[src/rtl/instr_dcd_burst_if.sv]
// rtl/instr_dcd_burst_if.sv - SPI byte side and register-file side of the burst decoder
interface instr_dcd_burst_if #(
  parameter int ADDR_W = 6
);
  logic              frame;
  logic              byte_sync;
  logic [7:0]        data_in;
  logic [7:0]        data_out;
  logic              busy;
  logic              addr_err;
  logic              read;
  logic              write;
  logic [ADDR_W-1:0] addr;
  logic [7:0]        data_read;
  logic [7:0]        data_write;

  modport slave (
    input  frame, byte_sync, data_in, data_read,
    output data_out, busy, addr_err, read, write, addr, data_write
  );

  modport master (
    output frame, byte_sync, data_in, data_read,
    input  data_out, busy, addr_err, read, write, addr, data_write
  );
endinterface

[src/rtl/instr_dcd_burst.sv]
// rtl/instr_dcd_burst.sv - SPI header/burst decoder and register-access sequencer
module instr_dcd_burst #(
  parameter int         ADDR_W   = 6,
  parameter logic [5:0] MAX_ADDR = 6'h0A,
  parameter bit         WRAP     = 1'b1
) (
  input logic              clk,
  input logic              rst_n,
  instr_dcd_burst_if.slave bus
);
  typedef enum logic [1:0] {S_HDR, S_RD, S_WR, S_DATA} state_t;

  localparam logic [6:0] MAX_EXT = {1'b0, MAX_ADDR};

  state_t            state_q;
  logic              rw_q;
  logic              inc_q;
  logic              bad_q;
  logic              adv_pend_q;
  logic [ADDR_W-1:0] addr_q;
  logic [7:0]        data_out_q;
  logic [7:0]        data_write_q;
  logic              read_q;
  logic              write_q;
  logic              busy_q;
  logic              err_q;

  logic [ADDR_W-1:0] hdr_addr;
  logic              hdr_bad;
  logic [ADDR_W-1:0] addr_nxt;

  function automatic logic in_range(input logic [ADDR_W-1:0] a);
    return {{(7-ADDR_W){1'b0}}, a} <= MAX_EXT;
  endfunction

  // Past MAX_ADDR without wrap the address parks out of range until the frame ends.
  function automatic logic [ADDR_W-1:0] next_addr(input logic [ADDR_W-1:0] a);
    logic [6:0] a_ext;
    a_ext = {{(7-ADDR_W){1'b0}}, a};
    if (a_ext == MAX_EXT) begin
      if (WRAP) return '0;
      return a + ADDR_W'(1);
    end
    if (!WRAP && (a_ext > MAX_EXT)) return a;
    return a + ADDR_W'(1);
  endfunction

  always_comb begin
    hdr_addr = bus.data_in[ADDR_W-1:0];
    hdr_bad  = (bus.data_in[5:0] >> ADDR_W) != 6'd0;
    addr_nxt = inc_q ? next_addr(addr_q) : addr_q;
  end

  always_ff @(posedge clk or negedge rst_n) begin
    if (!rst_n) begin
      state_q      <= S_HDR;
      rw_q         <= 1'b0;
      inc_q        <= 1'b0;
      bad_q        <= 1'b0;
      adv_pend_q   <= 1'b0;
      addr_q       <= '0;
      data_out_q   <= 8'h00;
      data_write_q <= 8'h00;
      read_q       <= 1'b0;
      write_q      <= 1'b0;
      busy_q       <= 1'b0;
      err_q        <= 1'b0;
    end else begin
      read_q  <= 1'b0;
      write_q <= 1'b0;
      err_q   <= 1'b0;

      // A write advances the address the cycle after its strobe so addr stays valid with write.
      if (adv_pend_q) begin
        addr_q     <= addr_nxt;
        adv_pend_q <= 1'b0;
      end

      // A read strobe in flight always lands its data, even if the frame closes now.
      if (read_q) data_out_q <= bus.data_read;

      if (!bus.frame) begin
        state_q <= S_HDR;
        busy_q  <= 1'b0;
      end else begin
        case (state_q)
          S_HDR: begin
            if (bus.byte_sync) begin
              rw_q   <= bus.data_in[7];
              inc_q  <= bus.data_in[6];
              addr_q <= hdr_addr;
              busy_q <= 1'b1;
              if (hdr_bad) begin
                bad_q      <= 1'b1;
                err_q      <= 1'b1;
                data_out_q <= 8'h00;
                state_q    <= S_DATA;
              end else if (bus.data_in[7]) begin
                bad_q      <= 1'b0;
                data_out_q <= 8'h00;
                state_q    <= S_WR;
              end else begin
                bad_q   <= 1'b0;
                read_q  <= in_range(hdr_addr);
                err_q   <= !in_range(hdr_addr);
                state_q <= S_RD;
              end
            end
          end

          S_RD: begin
            if (!read_q) data_out_q <= 8'h00;
            state_q <= S_DATA;
          end

          S_WR, S_DATA: begin
            if (bus.byte_sync) begin
              if (bad_q) begin
                data_out_q <= 8'h00;
              end else if (rw_q) begin
                data_out_q <= 8'h00;
                adv_pend_q <= 1'b1;
                state_q    <= S_DATA;
                if (in_range(addr_q)) begin
                  write_q      <= 1'b1;
                  data_write_q <= bus.data_in;
                end else begin
                  err_q <= 1'b1;
                end
              end else begin
                // Prefetch the byte for the next slot.
                addr_q  <= addr_nxt;
                read_q  <= in_range(addr_nxt);
                err_q   <= !in_range(addr_nxt);
                state_q <= S_RD;
              end
            end
          end

          default: state_q <= S_HDR;
        endcase
      end
    end
  end

  assign bus.data_out   = data_out_q;
  assign bus.read       = read_q;
  assign bus.write      = write_q;
  assign bus.addr       = addr_q;
  assign bus.data_write = data_write_q;
  assign bus.busy       = busy_q;
  assign bus.addr_err   = err_q;
endmodule

[src/flat_wrapper.sv]
// flat-port wrapper written by rule: the top's interface ports become plain ports
module instr_dcd_burst_flat 
#(
  parameter int         ADDR_W   = 6,
  parameter logic [5:0] MAX_ADDR = 6'h0A,
  parameter bit         WRAP     = 1'b1
)
  (clk, rst_n, bus_frame, bus_byte_sync, bus_data_in, bus_data_read, bus_data_out, bus_busy, bus_addr_err, bus_read, bus_write, bus_addr, bus_data_write);
  instr_dcd_burst_if #(.ADDR_W(ADDR_W)) bus_i ();
  input logic clk;
  input logic rst_n;
  input wire logic [$bits(bus_i.frame)-1:0] bus_frame;
  input wire logic [$bits(bus_i.byte_sync)-1:0] bus_byte_sync;
  input wire logic [$bits(bus_i.data_in)-1:0] bus_data_in;
  input wire logic [$bits(bus_i.data_read)-1:0] bus_data_read;
  output wire logic [$bits(bus_i.data_out)-1:0] bus_data_out;
  output wire logic [$bits(bus_i.busy)-1:0] bus_busy;
  output wire logic [$bits(bus_i.addr_err)-1:0] bus_addr_err;
  output wire logic [$bits(bus_i.read)-1:0] bus_read;
  output wire logic [$bits(bus_i.write)-1:0] bus_write;
  output wire logic [$bits(bus_i.addr)-1:0] bus_addr;
  output wire logic [$bits(bus_i.data_write)-1:0] bus_data_write;
  assign bus_i.frame = bus_frame;
  assign bus_i.byte_sync = bus_byte_sync;
  assign bus_i.data_in = bus_data_in;
  assign bus_i.data_read = bus_data_read;
  assign bus_data_out = bus_i.data_out;
  assign bus_busy = bus_i.busy;
  assign bus_addr_err = bus_i.addr_err;
  assign bus_read = bus_i.read;
  assign bus_write = bus_i.write;
  assign bus_addr = bus_i.addr;
  assign bus_data_write = bus_i.data_write;
  instr_dcd_burst #(.ADDR_W(ADDR_W), .MAX_ADDR(MAX_ADDR), .WRAP(WRAP)) u_core (.clk(clk), .rst_n(rst_n), .bus(bus_i));
endmodule
[config.mk]
export PLATFORM = sky130hd
export DESIGN_NAME = instr_dcd_burst_flat
export DESIGN_NICKNAME = d
export VERILOG_FILES = /design/src/rtl/instr_dcd_burst_if.sv /design/src/rtl/instr_dcd_burst.sv /design/src/flat_wrapper.sv
export SDC_FILE = /design/constraint.sdc
export NUM_CORES = 1
export LEC_CHECK = 0
export CAP_MARGIN = 20
export CELL_PAD_IN_SITES_DETAIL_PLACEMENT = 1
export CELL_PAD_IN_SITES_GLOBAL_PLACEMENT = 2
export CORE_ASPECT_RATIO = 0.75
export CORE_MARGIN = 1
export CORE_UTILIZATION = 30
export DETAILED_ROUTE_END_ITERATION = 16
export GPL_ROUTABILITY_DRIVEN = 0
export GPL_TIMING_DRIVEN = 0
export PLACE_DENSITY_LB_ADDON = 0.08
export SETUP_SLACK_MARGIN = 0.05
export SLEW_MARGIN = 5
export SYNTH_ARGS = -nofsm -noshare
export SYNTH_HDL_FRONTEND = slang
export SYNTH_SLANG_ARGS = --single-unit
[constraint.sdc]
create_clock -name clk -period 2.1 [get_ports clk]
set_input_delay 0.42 -clock clk [delete_from_list [all_inputs] [get_ports clk]]
set_output_delay 0.42 -clock clk [all_outputs]
set_load 0.05 [all_outputs]
# After elaboration in Yosys (flattened, before gate mapping)
# Index checks and enable logic that the tools add are counted.
# Widths: inputs -> output; s select.
[word_totals]
register_bits = 31
inputBits = 20
wordCells = 82
[classes]
add_sub_neg = 1
magnitude_cmp = 3
eq_ne = 8
mux = 51
reduce_logical = 8
[ops]
columns = ["op", "n"]
rows = [
  ["$mux 8", 7],
  ["$mux 6", 9],
  ["$mux 1", 25],
  ["$pmux 8 s3", 1],
  ["$le 6x4->1 const B", 3],
  ["$pmux 6 s2", 1],
  ["$mux 2", 5],
  ["$add 6x1->6 const B", 1],
  ["$eq 6x4->1 const B", 1],
  ["$ne 3x3->1 const B", 2],
  ["$pmux 2 s3", 1],
  ["$reduce_and 5->1", 1],
  ["$eq 2x2->1 const B", 2],
  ["$ne 2x1->1 const B", 2],
  ["$pmux 1 s2", 2],
  ["$reduce_and 2->1", 2],
  ["$reduce_and 3->1", 1],
  ["$eq 2x1->1 const B", 1],
  ["$logic_not 1->1", 2],
  ["$logic_not 2->1", 1],
  ["$reduce_or 2->1", 1],
]

# Logic depth before layout (Yosys ltp)
[depth]
word_depth = 12
mapped_depth = 7
depth_no_buf = 6

# Worst setup path after synthesis
# OpenSTA, ideal clock, no wires.
[synth_timing]
path_kind = "register to register"
from = "register u_core.addr_q[1] (netlist: u_core.bus.addr[1])"
to = "register u_core.data_write_q[0] (netlist: u_core.bus.data_write[0])"
setup_time_ns = 0.125
arrival_time_ns = 2.058
t_required_ns = 1.975
setup_slack_ns = -0.084
path_stages_with_launch = 7
path_buffers = 1
period_less_slack_ns = 2.184
path_cell_list = "dfrtp_1 -> ha_1 -> nand2b_1 -> a21oi_1 -> or4b_1 -> buf_6 -> mux2_4"
[synth_via]
elab_chain_len = 2
[synth_rtl]
columns = ["element", "line", "rtl"]
rows = [
  ["from (decl)", "instr_dcd_burst.sv:20", "logic [ADDR_W-1:0] addr_q;"],
  ["from (signal assigned)", "instr_dcd_burst.sv:75", "addr_q <= addr_nxt;"],
  ["from (signal assigned)", "instr_dcd_burst.sv:91", "addr_q <= hdr_addr;"],
  ["from (signal assigned)", "instr_dcd_burst.sv:132", "addr_q <= addr_nxt;"],
  ["$le 6x4->1", "instr_dcd_burst.sv:33", "return {{(7-ADDR_W){1'b0}}, a} <= MAX_EXT;"],
  ["$reduce_and 5->1 (no line)", "-", ""],
  ["to (signal assigned)", "instr_dcd_burst.sv:126", "data_write_q <= bus.data_in;"],
  ["to (decl)", "instr_dcd_burst.sv:22", "logic [7:0] data_write_q;"],
]
# Every way passes these cells.
# A chain may end at the register's enable or synchronous reset.

# Worst setup path in the final report
[layout_timing]
from = "input bus_frame"
to = "register u_core.data_write_q[1] (netlist: u_core.bus.data_write[1])"
[layout_via]
elab_chain_len = 1
[layout_rtl]
columns = ["element", "line", "rtl"]
rows = [
  ["from (decl)", "flat_wrapper.sv:12", "input wire logic [$bits(bus_i.frame)-1:0] bus_frame;"],
  ["$reduce_and 5->1 (no line)", "-", ""],
]
# Every way passes these cells.

==> impl_metrics.env <==
export IMPL_status="complete, no violations"
export IMPL_drt_total_wl_mm=5.773
export IMPL_core_sq_um=5946
export IMPL_portBuffers=45
export IMPL_cts_inserted_buffers=5
export IMPL_yosys_warnings=0
export IMPL_die_w_um=93.82
export IMPL_path_clk_slew_ns=0.07
export IMPL_rows=24
export IMPL_clock_sinks=31
export IMPL_cp_depth=6
export IMPL_antenna_found_initial=0
export IMPL_stdcell_count=333
export IMPL_hold_ws_ns=0.1890
export IMPL_synth_edf_count=0
export IMPL_critical_path_top_delay_family="simple AND/OR/NAND/NOR gates"
export IMPL_r2r_end="u_core.bus.data_write[1]"
export IMPL_die_area_sq_um=6648
export IMPL_period_share_pct=96.16
export IMPL_ys_types=55
export IMPL_skew_ns=0.009339
export IMPL_rr_worst_depth=7
export IMPL_die_h_um=70.86
export IMPL_diodes=0
export IMPL_power_uw=2926
export IMPL_vias=1752
export IMPL_grt_pass1_vias=1752
export IMPL_maxCapViolations=0
export IMPL_crit_arrival_ns=2.19
export IMPL_p_leak_uw=0.001088
export IMPL_num_io_pins=46
export IMPL_detail_route_wl_per_cell_um=17.34
export IMPL_worstSetupPathType="in2reg"
export IMPL_post_route_min_period_ns=2.019
export IMPL_cts_max_level=2
export IMPL_grt_overflow=0
export IMPL_crit_start="bus_frame"
export IMPL_r2r_start="u_core.bus.addr[0]"
export IMPL_syn_cell_area_sq_um=1897
export IMPL_rsz0062_at_grt="true"
export IMPL_powerDensity_nw_per_um2=1136
export IMPL_nFillCells=684
export IMPL_worst_slew_pin_transition_ns=0.7351
export IMPL_finalSetupViolations=0
export IMPL_synthFlopType="dfrtp_1"
export IMPL_cts_tree="done"
export IMPL_async_reset_ff_share_pct=100.0
export IMPL_place_inst=322
export IMPL_syn_nets=221
export IMPL_hold_class="in2async"
export IMPL_cp_slowest_cell="clkdlybuf4s50_1"
export IMPL_syn_area_per_cell_sq_um=9.532
export IMPL_grt_pass1_wl_mm=9.487
export IMPL_grt_max_degree=32
export IMPL_cts_buffer_depth=2
export IMPL_max_stage_delay_ns=0.55
export IMPL_dr_pass1_iters=4
export IMPL_synthCells=199
export IMPL_drc=0
export IMPL_clock_latency_ns=0.29
export IMPL_ant_nets=0
export IMPL_crit_path_end_kind="flop"
export IMPL_reg2reg_slack_ns=0.13
export IMPL_synth_seq_area_share_pct=40.90
export IMPL_area_delta_synth_final_pct=35.75
export IMPL_crit_required_ns=2.27
export IMPL_ys_seq_elements=31
export IMPL_timing_critical_path_to="u_core.bus.data_write[1]"
export IMPL_via_per_inst=5.261
export IMPL_slew_headroom_pct=51.00
export IMPL_vdd_ir_drop_max_v=0.0003496
export IMPL_finalHoldViolations=0
export IMPL_cts_hold_fix_buffers=0
export IMPL_first_iter_violations=89
export IMPL_fin_nets=276
export IMPL_root_buffer="clkbuf_8"
export IMPL_max_freq_mhz=495.2
export IMPL_drv_slew=0
export IMPL_path_buf_inv=2
export IMPL_post_route_cells_drive_above_1_share_pct=12.55
export IMPL_cp_max_fo=9
export IMPL_cp_start_kind="input pin"
export IMPL_place_hpwl_mm=4.350
export IMPL_crit_path_cell_trace="clkdlybuf4s50_1 -> nand2_2 -> nor3_4 -> or4b_1 -> buf_6 -> mux2_4"
export IMPL_gr_usage_all_layers_pct=18.87
export IMPL_initial_core_util_pct=31.90
## registers in the layout, summed over array words and instances (netlist names), 2 cells and up
name                   cells
u_core.state_q             2
u_core.bus.addr            6
u_core.bus.data_write      8
u_core.bus.data_out        8
## cell usage in the layout, fill, tap and decap left out, drive strengths merged, types with 3 or more instances in the layout
cell type | synthesis | layout
clkdlybuf4s50 | 0 | 41
dfrtp | 31 | 31
nand2 | 17 | 17
clkbuf | 10 | 17
nor2 | 16 | 16
a21oi | 13 | 13
mux2i | 10 | 10
inv | 10 | 10
nand2b | 9 | 9
mux2 | 9 | 9
o21ai | 6 | 6
nor3 | 6 | 6
buf | 1 | 5
nand3 | 4 | 4
nand3b | 3 | 3
o211ai | 3 | 3
a21boi | 3 | 3
## routing by layer
layer	up-vias	track usage (%)	share of wire, %
met3	5	3.978	5.0
met4	0	4.103	0.57
met1	868	29.20	53
met5	-	0	0
met2	45	26.60	42
li1	834	-	-
## how the worst min path moves through the flow
stage	endpoint	slack [ns]	depth (start not counted)	from
floorplan	u_core.adv_pend_q	0.12	0	rst_n
global placement	u_core.bus.data_write[7]	0.50	1	u_core.bus.data_write[7]
detailed placement	u_core.bus.data_write[4]	0.51	1	u_core.bus.data_write[4]
CTS	u_core.bus.data_write[5]	0.21	1	rst_n
global route	u_core.inc_q	0.25	1	rst_n
finish	u_core.bus.data_write[5]	0.19	1	rst_n
## metrics by stage
stage	worst slack [ns]	TNS [ns]	area, sq um	util, %
floorplan	0.08883	0	1899	-
global placement	-0.2843	-7.233	2447	41.16
detailed placement	-0.2873	-4.215	2442	41.08
CTS	0.06489	0	2549	42.87
global route	0.03383	0	2575	43.31
finish	0.08072	0	2575	43.31
## kinds of logic after synthesis
kind of cell | count (synthesis) | share of synthesized area (%)
AND/OR/NAND/NOR | 73 | 21.31
flip-flops | 31 | 40.90
buffers and inverters | 21 | 4.552
multiplexers | 19 | 12.20
adder cells (fa/ha/maj) | 2 | 1.319
XOR/XNOR | 2 | 0.9237
AO/OA/AOI/OAI | 51 | 18.80
## area by class of cell
cell class	instances	area, sq um	share of cell area [%]
buffer	11	50.05	1.944
clock buffer	7	76.32	2.964
tap	78	97.59	3.790
timing repair buffer	48	467.9	18.17
multi-input combinational	147	1037	40.28
clock inverter	1	30.03	1.166
sequential	31	778.2	30.22
inverter	10	37.54	1.458
## synthesized netlist by cell type, drive strengths merged (2+ instances only)
| cell | instances | area [sq um] |
|---|---|---|
| nor2b | 2 | 12.51 |
| a31oi | 2 | 12.51 |
| nand2b | 9 | 56.30 |
| o22ai | 2 | 12.51 |
| clkbuf | 10 | 37.54 |
| a21boi | 3 | 22.52 |
| a21oi | 13 | 65.06 |
| and2b | 2 | 17.52 |
| dfrtp | 31 | 775.7 |
| nor4b | 2 | 17.52 |
| mux2i | 10 | 100.1 |
| nor2 | 16 | 60.06 |
| o21ai | 6 | 30.03 |
| o211ai | 3 | 22.52 |
| or3 | 2 | 12.51 |
| a32oi | 2 | 17.52 |
| inv | 10 | 37.54 |
| o21a | 2 | 15.01 |
| nand2 | 17 | 63.81 |
| mux2 | 9 | 131.4 |
| xnor2 | 2 | 17.52 |
| nand4 | 2 | 12.51 |
| a211o | 2 | 17.52 |
| nand3 | 4 | 20.02 |
| nand3b | 3 | 22.52 |
| ha | 2 | 25.02 |
| nor3 | 6 | 41.29 |
## power breakdown
group	internal (uW)	switching (uW)	leakage (uW)
Combinational	555	902	0.000631
Sequential	744	134	0.000405
Clock	355	237	0.0000524
## timing repair
item                       CTS  global route
setup endpoints to repair   10            12
pin swaps                    0             1
gates resized for setup      3             4
setup buffers                0             3
cloned                       0             0
hold endpoints to repair     0             0
Note: power is estimated with default switching activity, not from simulation.
